**config.mk**
```make
export PLATFORM = sky130hd
export DESIGN_NAME = lc2k_control_flat
export DESIGN_NICKNAME = d
export VERILOG_FILES = /design/src/rtl/lc2k_pkg.sv /design/src/rtl/lc2k_if.sv /design/src/rtl/lc2k_ctrl_decode.sv /design/src/rtl/lc2k_control.sv /design/src/flat_wrapper.sv
export SDC_FILE = /design/constraint.sdc
export NUM_CORES = 1
export LEC_CHECK = 0
export ABC_AREA = 1
export BUFFER_PORTS_ARGS = -buffer_cell sky130_fd_sc_hd__buf_2
export CAP_MARGIN = 40
export CELL_PAD_IN_SITES_DETAIL_PLACEMENT = 1
export CELL_PAD_IN_SITES_GLOBAL_PLACEMENT = 2
export CORE_MARGIN = 2
export CORE_UTILIZATION = 14
export DETAILED_ROUTE_END_ITERATION = 6
export HOLD_SLACK_MARGIN = 0.03
export MAX_ROUTING_LAYER = met4
export PLACE_DENSITY_LB_ADDON = 0.08
export SLEW_MARGIN = 20
export SYNTH_ARGS = -nofsm -noshare
export SYNTH_HDL_FRONTEND = slang
export SYNTH_SLANG_ARGS = --single-unit
```
**constraint.sdc**
```tcl
create_clock -name clk -period 1.56 [get_ports clk]
set_clock_uncertainty 0.15 [all_clocks]
set_input_delay 0.234 -clock clk [delete_from_list [all_inputs] [get_ports clk]]
set_output_delay 0.234 -clock clk [all_outputs]
set_load 0.005 [all_outputs]
```
**src/rtl/lc2k_pkg.sv**
```systemverilog
// Shared types and encodings for the LC2K multi-cycle controller.
package lc2k_pkg;

    typedef enum logic [2:0] {
        OP_ADD  = 3'd0,
        OP_NOR  = 3'd1,
        OP_LW   = 3'd2,
        OP_SW   = 3'd3,
        OP_BEQ  = 3'd4,
        OP_JALR = 3'd5,
        OP_HALT = 3'd6,
        OP_NOOP = 3'd7
    } opcode_t;

    typedef enum logic [2:0] {
        ST_FETCH  = 3'd0,
        ST_DECODE = 3'd1,
        ST_EXEC   = 3'd2,
        ST_MEM    = 3'd3,
        ST_WB     = 3'd4,
        ST_HALT   = 3'd5
    } state_t;

    localparam logic [1:0] ALU_ADD   = 2'b00;
    localparam logic [1:0] ALU_NOR   = 2'b01;
    localparam logic [1:0] ALU_EQUAL = 2'b10;

    localparam logic [1:0] PC_INC    = 2'b00;
    localparam logic [1:0] PC_OFFSET = 2'b01;
    localparam logic [1:0] PC_REGA   = 2'b10;

    localparam logic [1:0] WB_ALU = 2'b00;
    localparam logic [1:0] WB_MEM = 2'b01;
    localparam logic [1:0] WB_PC  = 2'b10;

    localparam logic ADDR_PC   = 1'b0;
    localparam logic ADDR_ALU  = 1'b1;
    localparam logic SRCB_REG  = 1'b0;
    localparam logic SRCB_IMM  = 1'b1;
    localparam logic DST_RD    = 1'b0;
    localparam logic DST_RB    = 1'b1;

    function automatic state_t exec_next(opcode_t op);
        case (op)
            OP_ADD, OP_NOR: return ST_WB;
            OP_LW, OP_SW:   return ST_MEM;
            OP_HALT:        return ST_HALT;
            default:        return ST_FETCH;
        endcase
    endfunction

endpackage

```
**src/rtl/lc2k_if.sv**
```systemverilog
// Control bus between the LC2K controller and its datapath/memory.
interface lc2k_if;
    logic [31:0] instr;
    logic        mem_ack;
    logic        alu_beq;
    logic        mem_req;
    logic        mem_we;
    logic        mem_addr_sel;
    logic        ir_we;
    logic [1:0]  alu_op;
    logic        alu_srcb_sel;
    logic        rf_we;
    logic        rf_dst_sel;
    logic [1:0]  rf_wdata_sel;
    logic        pc_we;
    logic [1:0]  pc_sel;
    logic        halted;

    modport master (
        input  instr, mem_ack, alu_beq,
        output mem_req, mem_we, mem_addr_sel, ir_we, alu_op, alu_srcb_sel,
               rf_we, rf_dst_sel, rf_wdata_sel, pc_we, pc_sel, halted
    );

    modport slave (
        output instr, mem_ack, alu_beq,
        input  mem_req, mem_we, mem_addr_sel, ir_we, alu_op, alu_srcb_sel,
               rf_we, rf_dst_sel, rf_wdata_sel, pc_we, pc_sel, halted
    );
endinterface

```
**src/rtl/lc2k_ctrl_decode.sv**
```systemverilog
// Combinational strobe decode from FSM state, latched opcode, mem_ack and alu_beq.
module lc2k_ctrl_decode
    import lc2k_pkg::*;
(
    input  state_t      state,
    input  opcode_t     opcode,
    input  logic        active,
    input  logic        mem_ack,
    input  logic        alu_beq,
    output logic        mem_req,
    output logic        mem_we,
    output logic        mem_addr_sel,
    output logic        ir_we,
    output logic [1:0]  alu_op,
    output logic        alu_srcb_sel,
    output logic        rf_we,
    output logic        rf_dst_sel,
    output logic [1:0]  rf_wdata_sel,
    output logic        pc_we,
    output logic [1:0]  pc_sel,
    output logic        halted
);

    always_comb begin
        mem_req      = 1'b0;
        mem_we       = 1'b0;
        mem_addr_sel = ADDR_PC;
        ir_we        = 1'b0;
        alu_op       = ALU_ADD;
        alu_srcb_sel = SRCB_REG;
        rf_we        = 1'b0;
        rf_dst_sel   = DST_RD;
        rf_wdata_sel = WB_ALU;
        pc_we        = 1'b0;
        pc_sel       = PC_INC;
        halted       = 1'b0;

        // The cycle right after reset stays silent even though state is FETCH.
        if (active) begin
            case (state)
                ST_FETCH: begin
                    mem_req = 1'b1;
                    if (mem_ack) begin
                        ir_we  = 1'b1;
                        pc_we  = 1'b1;
                        pc_sel = PC_INC;
                    end
                end
                ST_EXEC: begin
                    case (opcode)
                        OP_NOR:       alu_op = ALU_NOR;
                        OP_LW, OP_SW: alu_srcb_sel = SRCB_IMM;
                        OP_BEQ: begin
                            alu_op = ALU_EQUAL;
                            if (alu_beq) begin
                                pc_we  = 1'b1;
                                pc_sel = PC_OFFSET;
                            end
                        end
                        OP_JALR: begin
                            rf_we        = 1'b1;
                            rf_dst_sel   = DST_RB;
                            rf_wdata_sel = WB_PC;
                            pc_we        = 1'b1;
                            pc_sel       = PC_REGA;
                        end
                        default: ;
                    endcase
                end
                ST_MEM: begin
                    mem_req      = 1'b1;
                    mem_addr_sel = ADDR_ALU;
                    mem_we       = (opcode == OP_SW);
                end
                ST_WB: begin
                    rf_we = 1'b1;
                    if (opcode == OP_LW) begin
                        rf_dst_sel   = DST_RB;
                        rf_wdata_sel = WB_MEM;
                    end
                end
                ST_HALT: halted = 1'b1;
                default: ;
            endcase
        end
    end

endmodule

```
**src/rtl/lc2k_control.sv**
```systemverilog
// LC2K multi-cycle control FSM; LC2K_INSTR_COUNT_EN adds a retired-instruction counter.
//  state     | meaning
//  ST_FETCH  | read instruction at PC, wait for mem_ack
//  ST_DECODE | one idle cycle for register read
//  ST_EXEC   | ALU op; beq/jalr/noop/halt finish here
//  ST_MEM    | lw/sw data access, wait for mem_ack
//  ST_WB     | register-file write for add/nor/lw
//  ST_HALT   | stopped until reset
module lc2k_control
    import lc2k_pkg::*;
(
    input  logic        clk,
    input  logic        reset,
    lc2k_if.master      bus
`ifdef LC2K_INSTR_COUNT_EN
    ,
    output logic [31:0] retired
`endif
);

    state_t  state, state_nxt;
    opcode_t opcode;
    logic    active;
    logic    fetch_ack;
    logic    unused_instr;

    assign unused_instr = ^{bus.instr[31:25], bus.instr[21:0]};
    assign fetch_ack    = active && (state == ST_FETCH) && bus.mem_ack;

    always_ff @(posedge clk) begin
        if (reset) begin
            state  <= ST_FETCH;
            opcode <= OP_ADD;
            active <= 1'b0;
        end else begin
            state  <= state_nxt;
            active <= 1'b1;
            if (fetch_ack) opcode <= opcode_t'(bus.instr[24:22]);
        end
    end

    always_comb begin
        state_nxt = state;
        case (state)
            ST_FETCH:  if (fetch_ack) state_nxt = ST_DECODE;
            ST_DECODE: state_nxt = ST_EXEC;
            ST_EXEC:   state_nxt = exec_next(opcode);
            ST_MEM:    if (bus.mem_ack) state_nxt = (opcode == OP_LW) ? ST_WB : ST_FETCH;
            ST_WB:     state_nxt = ST_FETCH;
            ST_HALT:   state_nxt = ST_HALT;
            default:   state_nxt = ST_FETCH;
        endcase
    end

    lc2k_ctrl_decode u_decode (
        .state        (state),
        .opcode       (opcode),
        .active       (active),
        .mem_ack      (bus.mem_ack),
        .alu_beq      (bus.alu_beq),
        .mem_req      (bus.mem_req),
        .mem_we       (bus.mem_we),
        .mem_addr_sel (bus.mem_addr_sel),
        .ir_we        (bus.ir_we),
        .alu_op       (bus.alu_op),
        .alu_srcb_sel (bus.alu_srcb_sel),
        .rf_we        (bus.rf_we),
        .rf_dst_sel   (bus.rf_dst_sel),
        .rf_wdata_sel (bus.rf_wdata_sel),
        .pc_we        (bus.pc_we),
        .pc_sel       (bus.pc_sel),
        .halted       (bus.halted)
    );

`ifdef LC2K_INSTR_COUNT_EN
    logic retire;

    // Final cycle of an instruction: leaving for FETCH from any non-FETCH state, or entering HALT.
    assign retire = ((state != ST_FETCH) && (state != ST_HALT) && (state_nxt == ST_FETCH)) ||
                    ((state == ST_EXEC) && (state_nxt == ST_HALT));

    always_ff @(posedge clk) begin
        if (reset)       retired <= '0;
        else if (retire) retired <= retired + 32'd1;
    end
`endif

endmodule

```
**src/flat_wrapper.sv**
```systemverilog
// flat-port wrapper written by rule: the top's interface ports become plain ports
module lc2k_control_flat import lc2k_pkg::*;
  (clk, reset, bus_instr, bus_mem_ack, bus_alu_beq, bus_mem_req, bus_mem_we, bus_mem_addr_sel, bus_ir_we, bus_alu_op, bus_alu_srcb_sel, bus_rf_we, bus_rf_dst_sel, bus_rf_wdata_sel, bus_pc_we, bus_pc_sel, bus_halted);
  lc2k_if bus_i ();
  input  logic clk;
  input  logic reset;
  input wire logic [$bits(bus_i.instr)-1:0] bus_instr;
  input wire logic [$bits(bus_i.mem_ack)-1:0] bus_mem_ack;
  input wire logic [$bits(bus_i.alu_beq)-1:0] bus_alu_beq;
  output wire logic [$bits(bus_i.mem_req)-1:0] bus_mem_req;
  output wire logic [$bits(bus_i.mem_we)-1:0] bus_mem_we;
  output wire logic [$bits(bus_i.mem_addr_sel)-1:0] bus_mem_addr_sel;
  output wire logic [$bits(bus_i.ir_we)-1:0] bus_ir_we;
  output wire logic [$bits(bus_i.alu_op)-1:0] bus_alu_op;
  output wire logic [$bits(bus_i.alu_srcb_sel)-1:0] bus_alu_srcb_sel;
  output wire logic [$bits(bus_i.rf_we)-1:0] bus_rf_we;
  output wire logic [$bits(bus_i.rf_dst_sel)-1:0] bus_rf_dst_sel;
  output wire logic [$bits(bus_i.rf_wdata_sel)-1:0] bus_rf_wdata_sel;
  output wire logic [$bits(bus_i.pc_we)-1:0] bus_pc_we;
  output wire logic [$bits(bus_i.pc_sel)-1:0] bus_pc_sel;
  output wire logic [$bits(bus_i.halted)-1:0] bus_halted;
  assign bus_i.instr = bus_instr;
  assign bus_i.mem_ack = bus_mem_ack;
  assign bus_i.alu_beq = bus_alu_beq;
  assign bus_mem_req = bus_i.mem_req;
  assign bus_mem_we = bus_i.mem_we;
  assign bus_mem_addr_sel = bus_i.mem_addr_sel;
  assign bus_ir_we = bus_i.ir_we;
  assign bus_alu_op = bus_i.alu_op;
  assign bus_alu_srcb_sel = bus_i.alu_srcb_sel;
  assign bus_rf_we = bus_i.rf_we;
  assign bus_rf_dst_sel = bus_i.rf_dst_sel;
  assign bus_rf_wdata_sel = bus_i.rf_wdata_sel;
  assign bus_pc_we = bus_i.pc_we;
  assign bus_pc_sel = bus_i.pc_sel;
  assign bus_halted = bus_i.halted;
  lc2k_control u_core (.clk(clk), .reset(reset), .bus(bus_i));
endmodule
```
==> results of run 1 <==
-- worst max-delay path by stage --
stage                          startpoint        endpoint  slack, ns  depth (start not counted)
after CTS                 u_core.state[2]       bus_pc_we      -0.14                          6
after detailed placement  u_core.state[2]  bus_rf_dst_sel       0.03                          5
final                     u_core.state[2]       bus_pc_we      -0.16                          6
after global routing      u_core.state[2]       bus_pc_we      -0.24                          6
after global placement    u_core.state[2]  bus_rf_dst_sel       0.08                          5
after floorplan           u_core.state[2]  bus_rf_dst_sel       0.26                          5
-- power groups by stage --
| stage | Sequential (mW) | Clock [mW] | Combinational (mW) |
|---|---|---|---|
| finish | 0.260 | 0.162 | 0.347 |
| global route | 0.268 | 0.183 | 0.393 |
| global placement | 0.244 | 0 | 0.270 |
| detailed placement | 0.244 | 0 | 0.270 |
| CTS | 0.259 | 0.170 | 0.316 |
| floorplan | 0.241 | 0 | 0.173 |
-- through the flow --
step                cell area (µm²)  hold slack [ns]  util (%)  TNS (ns)
global placement                704            0.284      20.8         0
floorplan                       500            0.153         -         0
detailed placement              704            0.279      20.8         0
global route                    888            0.144      26.2     -2.06
CTS                             828            0.114      24.4    -0.989
finish                          888            0.121      26.2    -0.980
-- area by class of cell --
cell class                 count  area share [%]
timing repair buffer          36            24.8
tap                           46            6.48
inverter                      12            5.35
clock buffer                   4            2.96
multi-input combinational     60            43.5
sequential                     7            16.9
-- logic make-up after synthesis --
kind of cell / share of synthesized area, %
buf+inv: 9.75
simple gates: 48.5
flops: 28.0
compound gates: 13.7
-- critical path: cells and delay by family, from the launching register on --
kind	cells	cell delay (ns)
buf+inv	2	0.19
compound gates	2	0.32
flops	1	0.33
simple gates	2	0.25
-- timing repair --
| item | CTS | global route |
|---|---|---|
| buffers inserted | 4 | 5 |
| gates resized for setup | 21 | 8 |
| hold endpoints to repair | 2 | 0 |
| hold buffers | 1 | 0 |
| pin swaps | 4 | 7 |
| setup endpoints to repair | 15 | 13 |
-- metal layers --
metal	routed length [µm]	track usage, %	vias to the layer above
met5	0	-	-
met4	12	3.26	0
met3	69	1.23	2
met2	871	15.5	16
met1	836	12.3	303
li1	-	-	337
-- synth_stat cells --
library cell   n  area (µm²)
nand2_1       19        71.3
inv_1         10        37.5
nor2_1        10        37.5
a21oi_1        8        40.0
dfxtp_1        7         140
nand3_1        6        30.0
nand2_2        3        18.8
nor3_1         3        15.0
o21ai_0        3        15.0
inv_2          2        7.51
nor2_2         2        12.5
clkbuf_1       1        3.75
nand4_2        1        12.5
nand4_4        1        21.3
nor2_4         1        11.3
nor4_2         1        12.5
o2111ai_1      1        8.76
o21ai_1        1        5.00
-- registers in the layout, summed over array words and instances, names as in the netlist --
name / count
u_core.active: 1
u_core.opcode: 3
u_core.state: 3
==> results by group, run 1 <==
Setup path
  • Critical-path cell list: inv_4 -> nand2_4 -> nor2_4 -> o2111ai_2 -> a21oi_2 -> buf_2
  • Crit Path Max Fanout: 5
  • R2R cell count: 6
  • Critical Path AT: 1.33 ns
  • CP required: 1.18 ns
  • Slowest-stage cell, CP: dfxtp_2
  • Slowest stage delay, CP: 0.33 ns
  • Setup CP Type: reg2out
  • Reg2reg end: u_core.opcode[1]
  • Crit end category: primary output
  • R2R Path Start: u_core.state[1]
  • R2R setup slack: 0.10 ns
  • Startpoint Class: flip-flop

Timing
  • F_max: 0.582 GHz
  • Final Hold Viols: 0
  • Setup violators final: 11
  • RSZ-0062 raised after global routing: true
  • Final worst slack: -0.158 ns
  • Period utilization: 110%
  • Slew headroom: 82.9%
  • Worst-Margin Slew: 0.257 ns
  • Final min period: 1.72 ns
  • Max-slew violations: 0

Placed design
  • Setup WS pre-CTS: 0.0283 ns
  • Dpl cells: 152
  • IO Port Bufs: 21
  • Post-DP HPWL: 1450 µm
  • Placer Congestion: 0.676

Floorplanning
  • Full die area: 0.00407 mm²
  • Core box area: 0.00339 mm²
  • Die Y: 63.8 µm
  • Initial Utilization: 14.8%
  • Die X: 63.8 µm
  • # IOs: 51
  • Std-Cell Rows: 21

Power
  • Internal power: 0.462 mW
  • Pwr Total: 0.768 mW
  • Clk network pwr share: 21.1%
  • P per Cell Area: 865 mW/mm²
  • Seq pwr share: 33.8%
  • Switching part of the total: 39.9%
  • Switching pwr: 0.307 mW
  • Logic pwr share: 45.1%
  • Pleak: 0.427 nW
  • Worst vdd ir: 283 µV

Final layout
  • Reg area: 150 µm²
  • Fillers: 426
  • Most frequent cells in the layout: buf_2 (21), nand2_1 (16), buf_4 (14), nor2_1 (7)
  • Post-route insts no fill: 165
  • Synth-to-Final Area Change: 77.5%
  • Share of cells above drive strength 1: 58.8%
  • Post-layout nets: 156
  • Antenna diode count: 0
  • Multi-input gate area: 387 µm²
  • Commonest non-fill, non-tap cell in the layout: buf_2

Routing
  • Antenna Nets Post-Route: 0
  • Residual DRC: 0
  • Via count: 658
  • Initial DRC Count: 12
  • Post-Route WL: 1790 µm
  • First-pass DRT Iterations: 2
  • Routed length per instance: 10.8 µm
  • Avg Vias per Cell: 3.99

Global route
  • First-pass GRT wire length: 2970 µm
  • Aggregate global routing overflow: 0
  • Total global-route track usage: 9.57%
  • Largest net degree at the start of global routing: 12
  • Vias in the first global route: 644
  • Antenna violations before repair: 0

CTS
  • H-Tree Depth: 1
  • TritonCTS buffer count: 3
  • CTS tree: done
  • Clock latency on the worst-skew pair: 0.24 ns
  • CTS Sinks: 7
  • Clk slew on worst S/H paths: 0.05 ns
  • Clk buf depth: 2
  • CTS Root Cell: clkbuf_4

Hold path
  • Hold path cells: 3
  • Hold EP: u_core.opcode[0]
  • Hold_sp: bus_instr[22]
  • Hold WC Path Type: in2reg

Job
  • Number of max-cap violations: 0

Synth
  • Synth Cell Area: 500 µm²
  • Net Count, Synth: 116
  • Ys Warns: 0
  • Post-Syn Instances: 80
  • Seq/Total Area, Yosys: 28.0%
  • Synth Register Bits: 7
  • Avg Cell Area, Syn: 6.26 µm²
  • Post-synth cell types: 18

Outcome
  • Failing checks: negative setup slack
  • Status: finished, violations left
No activity file was read; power rests on OpenSTA's default activity.
==> run 2, diff against run 1 <==
--- a/config.mk
+++ b/config.mk
@@ -6,13 +6,13 @@
 export NUM_CORES = 1
 export LEC_CHECK = 0
 export ABC_AREA = 1
-export BUFFER_PORTS_ARGS = -buffer_cell sky130_fd_sc_hd__buf_2
 export CAP_MARGIN = 40
 export CELL_PAD_IN_SITES_DETAIL_PLACEMENT = 1
 export CELL_PAD_IN_SITES_GLOBAL_PLACEMENT = 2
 export CORE_MARGIN = 2
-export CORE_UTILIZATION = 14
+export CORE_UTILIZATION = 24
 export DETAILED_ROUTE_END_ITERATION = 6
+export DONT_BUFFER_PORTS = 1
 export HOLD_SLACK_MARGIN = 0.03
 export MAX_ROUTING_LAYER = met4
 export PLACE_DENSITY_LB_ADDON = 0.08
==> results by group, run 2 (synthesis results as in run 1) <==
Timing
  • Final min period: 1.57 ns
  • RSZ-0062 raised after global routing: true
  • Slew headroom: 85.4%
  • Max-slew violations: 0
  • Final Hold Viols: 0
  • Period utilization: 101%
  • Worst-Margin Slew: 0.217 ns
  • Final worst slack: -0.0141 ns
  • F_max: 0.635 GHz
  • Setup violators final: 2
  • Setup TNS: -0.0163 ns

Global route
  • First-pass GRT wire length: 2480 µm
  • Largest net degree at the start of global routing: 12
  • Total global-route track usage: 13.3%
  • Antenna violations before repair: 0
  • Vias in the first global route: 562
  • Aggregate global routing overflow: 0

Floorplanning
  • Die Y: 49.7 µm
  • Die X: 49.7 µm
  • Initial Utilization: 25.5%
  • Std-Cell Rows: 16
  • Full die area: 0.00247 mm²
  • # IOs: 51
  • Core box area: 0.00196 mm²

Power
  • Internal power: 0.418 mW
  • Pleak: 0.312 nW
  • P per Cell Area: 931 mW/mm²
  • Switching part of the total: 40.3%
  • Clk network pwr share: 22.2%
  • Seq pwr share: 37.4%
  • Logic pwr share: 40.5%
  • Worst vdd ir: 351 µV
  • Switching pwr: 0.282 mW

Setup path
  • Crit Path Max Fanout: 5
  • Crit end category: primary output
  • Critical Path AT: 1.19 ns
  • Setup CP Type: reg2out
  • CP required: 1.18 ns
  • Startpoint Class: flip-flop

Job
  • Number of max-cap violations: 0

CTS
  • TritonCTS buffer count: 3
  • Clock latency on the worst-skew pair: 0.24 ns
  • Clk slew on worst S/H paths: 0.05 ns
  • CTS Sinks: 7
  • Clk buf depth: 2
  • CTS tree: done
  • CTS Root Cell: clkbuf_4
  • H-Tree Depth: 1

Final layout
  • Share of cells above drive strength 1: 51.6%
  • Largest regs: u_core.opcode (3), u_core.state (3), u_core.active (1)
  • Most frequent cells in the layout: nand2_1 (16), buf_4 (11), nand3_1 (6), inv_1 (6), nor2_1 (6)
  • Final core occ: 38.3%
  • Antenna diode count: 0
  • Post-layout nets: 132
  • Fillers: 274
  • Commonest non-fill, non-tap cell in the layout: nand2_1
  • Synth-to-Final Area Change: 50.0%
  • Final instance area: 751 µm²

Routing
  • Routed length per instance: 12.8 µm
  • First-pass DRT Iterations: 4
  • Residual DRC: 0
  • Initial DRC Count: 2
  • Via count: 583
  • Post-Route WL: 1560 µm
  • Antenna Nets Post-Route: 0
  • Avg Vias per Cell: 4.78

Outcome
  • Failing checks: negative setup slack
  • Status: finished, violations left

Placed design
  • Placer Congestion: 0.742
  • Post-DP HPWL: 1130 µm
  • Setup WS pre-CTS: 0.109 ns
  • IO Port Bufs: 0
  • Cell Area, Placed: 546 µm²

Hold path
  • Hold WC Path Type: in2reg
==> run 2: cell type report <==
cell class | instances | area, µm² | area share [%]
repair buffers | 12 | 92.6 | 12.3
flip-flops and latches | 7 | 154 | 20.5
inverters | 12 | 51.3 | 6.83
multi-input cells | 60 | 393 | 52.3
well taps | 27 | 33.8 | 4.50
clock buffers | 4 | 26.3 | 3.50
==> run 2: metal layers <==
layer | wire length, µm | part of all wire, % | up-vias | global-route usage, %
li1 | - | - | 291 | -
met2 | 785 | 50 | 17 | 21.1
met3 | 82 | 5.3 | 2 | 3.64
met4 | 9 | 0.58 | 0 | 4.17
met5 | 0 | 0 | - | -
met1 | 681 | 44 | 273 | 16.5
==> run 2: power groups by stage <==
stage                     Sequential, mW  Combinational (mW)  Clock, mW
after floorplan                    0.241               0.173          0
after global placement             0.247               0.221          0
after detailed placement           0.249               0.221          0
after CTS                          0.258               0.253      0.164
after global routing               0.267               0.320      0.178
final                              0.261               0.283      0.155
==> run 2: worst paths after layout <==
path | start | end | slack (ns) | depth (start not counted)
hold reg to reg | u_core.opcode[2] | u_core.opcode[2] | 0.36 | 2
setup reg to reg | u_core.state[2] | u_core.state[0] | 0.29 | 8
hold / removal | bus_mem_ack | u_core.state[0] | 0.05 | 3
setup / recovery | u_core.state[2] | bus_rf_we | -0.01 | 5
==> run 2: critical path: stages (launching register included) <==
cell,delay [ns]
dfxtp_2,0.33
inv_4,0.08
nand2_4,0.05
nor2_4,0.16
nand4_4,0.15
o21ai_2,0.18
==> run 2: stage by stage <==
stage,total power [mW],hold WS [ns],instances
final,0.699,0.0473,122
after global routing,0.766,0.0660,122
after CTS,0.675,0.0404,118
after detailed placement,0.470,0.159,108
after global placement,0.468,0.159,108
after floorplan,0.413,0.153,80
==> run 2: timing repair <==
| action | 4_1_cts | 5_1_grt |
|---|---|---|
| buffers inserted | 5 | 4 |
| resized for setup | 17 | 15 |
| hold buffers | 1 | 0 |
| endpoints found under the setup margin | 13 | 12 |
| endpoints found under the hold margin | 4 | 0 |
| pin swaps | 4 | 7 |
==> run 3, diff against run 2 <==
--- a/config.mk
+++ b/config.mk
@@ -9,6 +9,7 @@
 export CAP_MARGIN = 40
 export CELL_PAD_IN_SITES_DETAIL_PLACEMENT = 1
 export CELL_PAD_IN_SITES_GLOBAL_PLACEMENT = 2
+export CORE_ASPECT_RATIO = 1.25
 export CORE_MARGIN = 2
 export CORE_UTILIZATION = 24
 export DETAILED_ROUTE_END_ITERATION = 6
==> results by group, run 3 (synthesis results as in run 1) <==
Outcome
  • Status: completed

CTS
  • Clk slew on worst S/H paths: 0.05 ns
  • TritonCTS buffer count: 3
  • Clk buf depth: 2
  • CTS Sinks: 7
  • Clock latency on the worst-skew pair: 0.24 ns
  • CTS Root Cell: clkbuf_4
  • H-Tree Depth: 1
  • CTS tree: done

Final layout
  • Most frequent cells in the layout: nand2_1 (19), inv_1 (8), nor2_1 (7)
  • Synth-to-Final Area Change: 33.8%
  • Fillers: 267
  • Post-route insts no fill: 110
  • Antenna diode count: 0
  • Reg area: 149 µm²
  • Multi-input gate area: 369 µm²
  • Commonest non-fill, non-tap cell in the layout: nand2_1
  • Largest regs: u_core.opcode (3), u_core.state (3), u_core.active (1)
  • Post-layout nets: 127
  • Share of cells above drive strength 1: 40.0%

Floorplanning
  • Initial Utilization: 25.3%
  • Full die area: 0.00247 mm²
  • Die X: 44.8 µm
  • Std-Cell Rows: 18
  • # IOs: 51
  • Die Y: 55.1 µm
  • Core box area: 0.00198 mm²

Power
  • Worst vdd ir: 464 µV
  • P per Cell Area: 1010 mW/mm²
  • Pleak: 0.287 nW

Setup path
  • R2R cell count: 8
  • CP required: 1.18 ns
  • Startpoint Class: flip-flop
  • R2R setup slack: 0.20 ns
  • CP startpoint: u_core.state[1]
  • Setup CP Type: reg2out
  • Reg2reg end: u_core.state[0]
  • R2R Path Start: u_core.state[1]
  • Critical Path AT: 1.17 ns
  • Crit end category: primary output
  • Crit Path Max Fanout: 5

Global route
  • First-pass GRT wire length: 2420 µm
  • Aggregate global routing overflow: 0
  • Vias in the first global route: 545
  • Antenna violations before repair: 0
  • Total global-route track usage: 14.0%
  • Largest net degree at the start of global routing: 12

Timing
  • Final Hold Viols: 0
  • Slew headroom: 71.3%
  • RSZ-0062 raised after global routing: true
  • WHS: 0.0451 ns
  • F_max: 0.643 GHz
  • Setup violators final: 0
  • Max-slew violations: 0
  • Period utilization: 99.7%
  • Worst-Margin Slew: 0.430 ns
  • Final min period: 1.56 ns

Placed design
  • IO Port Bufs: 0
  • Placer Congestion: 0.681
  • Post-DP HPWL: 1160 µm
  • Dpl cells: 101

Routing
  • Met1 wire length: 635 µm
  • Routed length per instance: 12.6 µm
  • Via count: 530
  • Initial DRC Count: 1
  • Top sig layer: met4
  • Residual DRC: 0
  • Antenna Nets Post-Route: 0
  • Post-Route WL: 1390 µm
  • Met3 routed WL: 89 µm
  • Avg Vias per Cell: 4.82
  • Routed length on met2: 650 µm
  • First-pass DRT Iterations: 2

Hold path
  • Hold path cells: 3
  • Hold WC Path Type: in2reg
  • Hold_sp: bus_mem_ack
  • Hold EP: u_core.state[0]

Job
  • Number of max-cap violations: 0
run 3: per-layer routing:
metal	vias up	GRT usage, %
li1	279	-
met1	231	16.9
met2	18	22.2
met3	2	1.30
met4	0	8.82
met5	-	-
run 3: power breakdown:
| group | total, mW | leakage [nW] | internal, mW | switching, mW |
|---|---|---|---|---|
| Sequential | 0.260 | 0.0600 | 0.211 | 0.0489 |
| Clock | 0.155 | 0.0150 | 0.0970 | 0.0580 |
| Combinational | 0.258 | 0.212 | 0.0975 | 0.160 |
| Total | 0.673 | 0.287 | 0.406 | 0.267 |
run 3: layout make-up:
class / count / share of cell area, %
clock buffers: 4 / 3.93
inverters: 12 / 6.73
repair buffers: 7 / 8.22
multi-input cells: 60 / 55.1
well taps: 20 / 3.74
flip-flops and latches: 7 / 22.2
run 3: how the worst max path moves through the flow:
stage / endpoint / slack, ns
2_1_floorplan: bus_rf_dst_sel / 0.26
3_3_place_gp: bus_rf_dst_sel / 0.11
3_5_place_dp: bus_rf_dst_sel / 0.1
4_1_cts: bus_pc_we / -0.04
5_1_grt: bus_rf_we / -0.08
6_report: bus_rf_dst_sel / 0.005
run 3: worst max-delay path, cell delays in order, from the launching register on:
cell and delay (ns):
dfxtp_4 0.38, nand2_2 0.07, nor2_4 0.17, nand4_4 0.14, a21oi_2 0.17
run 3: per-stage QoR:
step | utilization (%) | power [mW] | TNS [ns] | area [µm²] | setup WS, ns
after global placement | 27.1 | 0.469 | 0 | 537 | 0.113
after detailed placement | 27.1 | 0.470 | 0 | 537 | 0.0968
final | 33.8 | 0.673 | 0 | 669 | 0.00490
after CTS | 33.3 | 0.676 | -0.140 | 659 | -0.0410
after global routing | 33.8 | 0.734 | -0.673 | 669 | -0.0831
after floorplan | - | 0.413 | 0 | 500 | 0.257
run 3: repair_timing:
action	in CTS	in global routing
gates resized for setup	15	5
pin swaps	2	3
hold buffers	1	0
endpoints found under the setup margin	12	12
hold endpoints to repair	3	0
buffers inserted	4	0
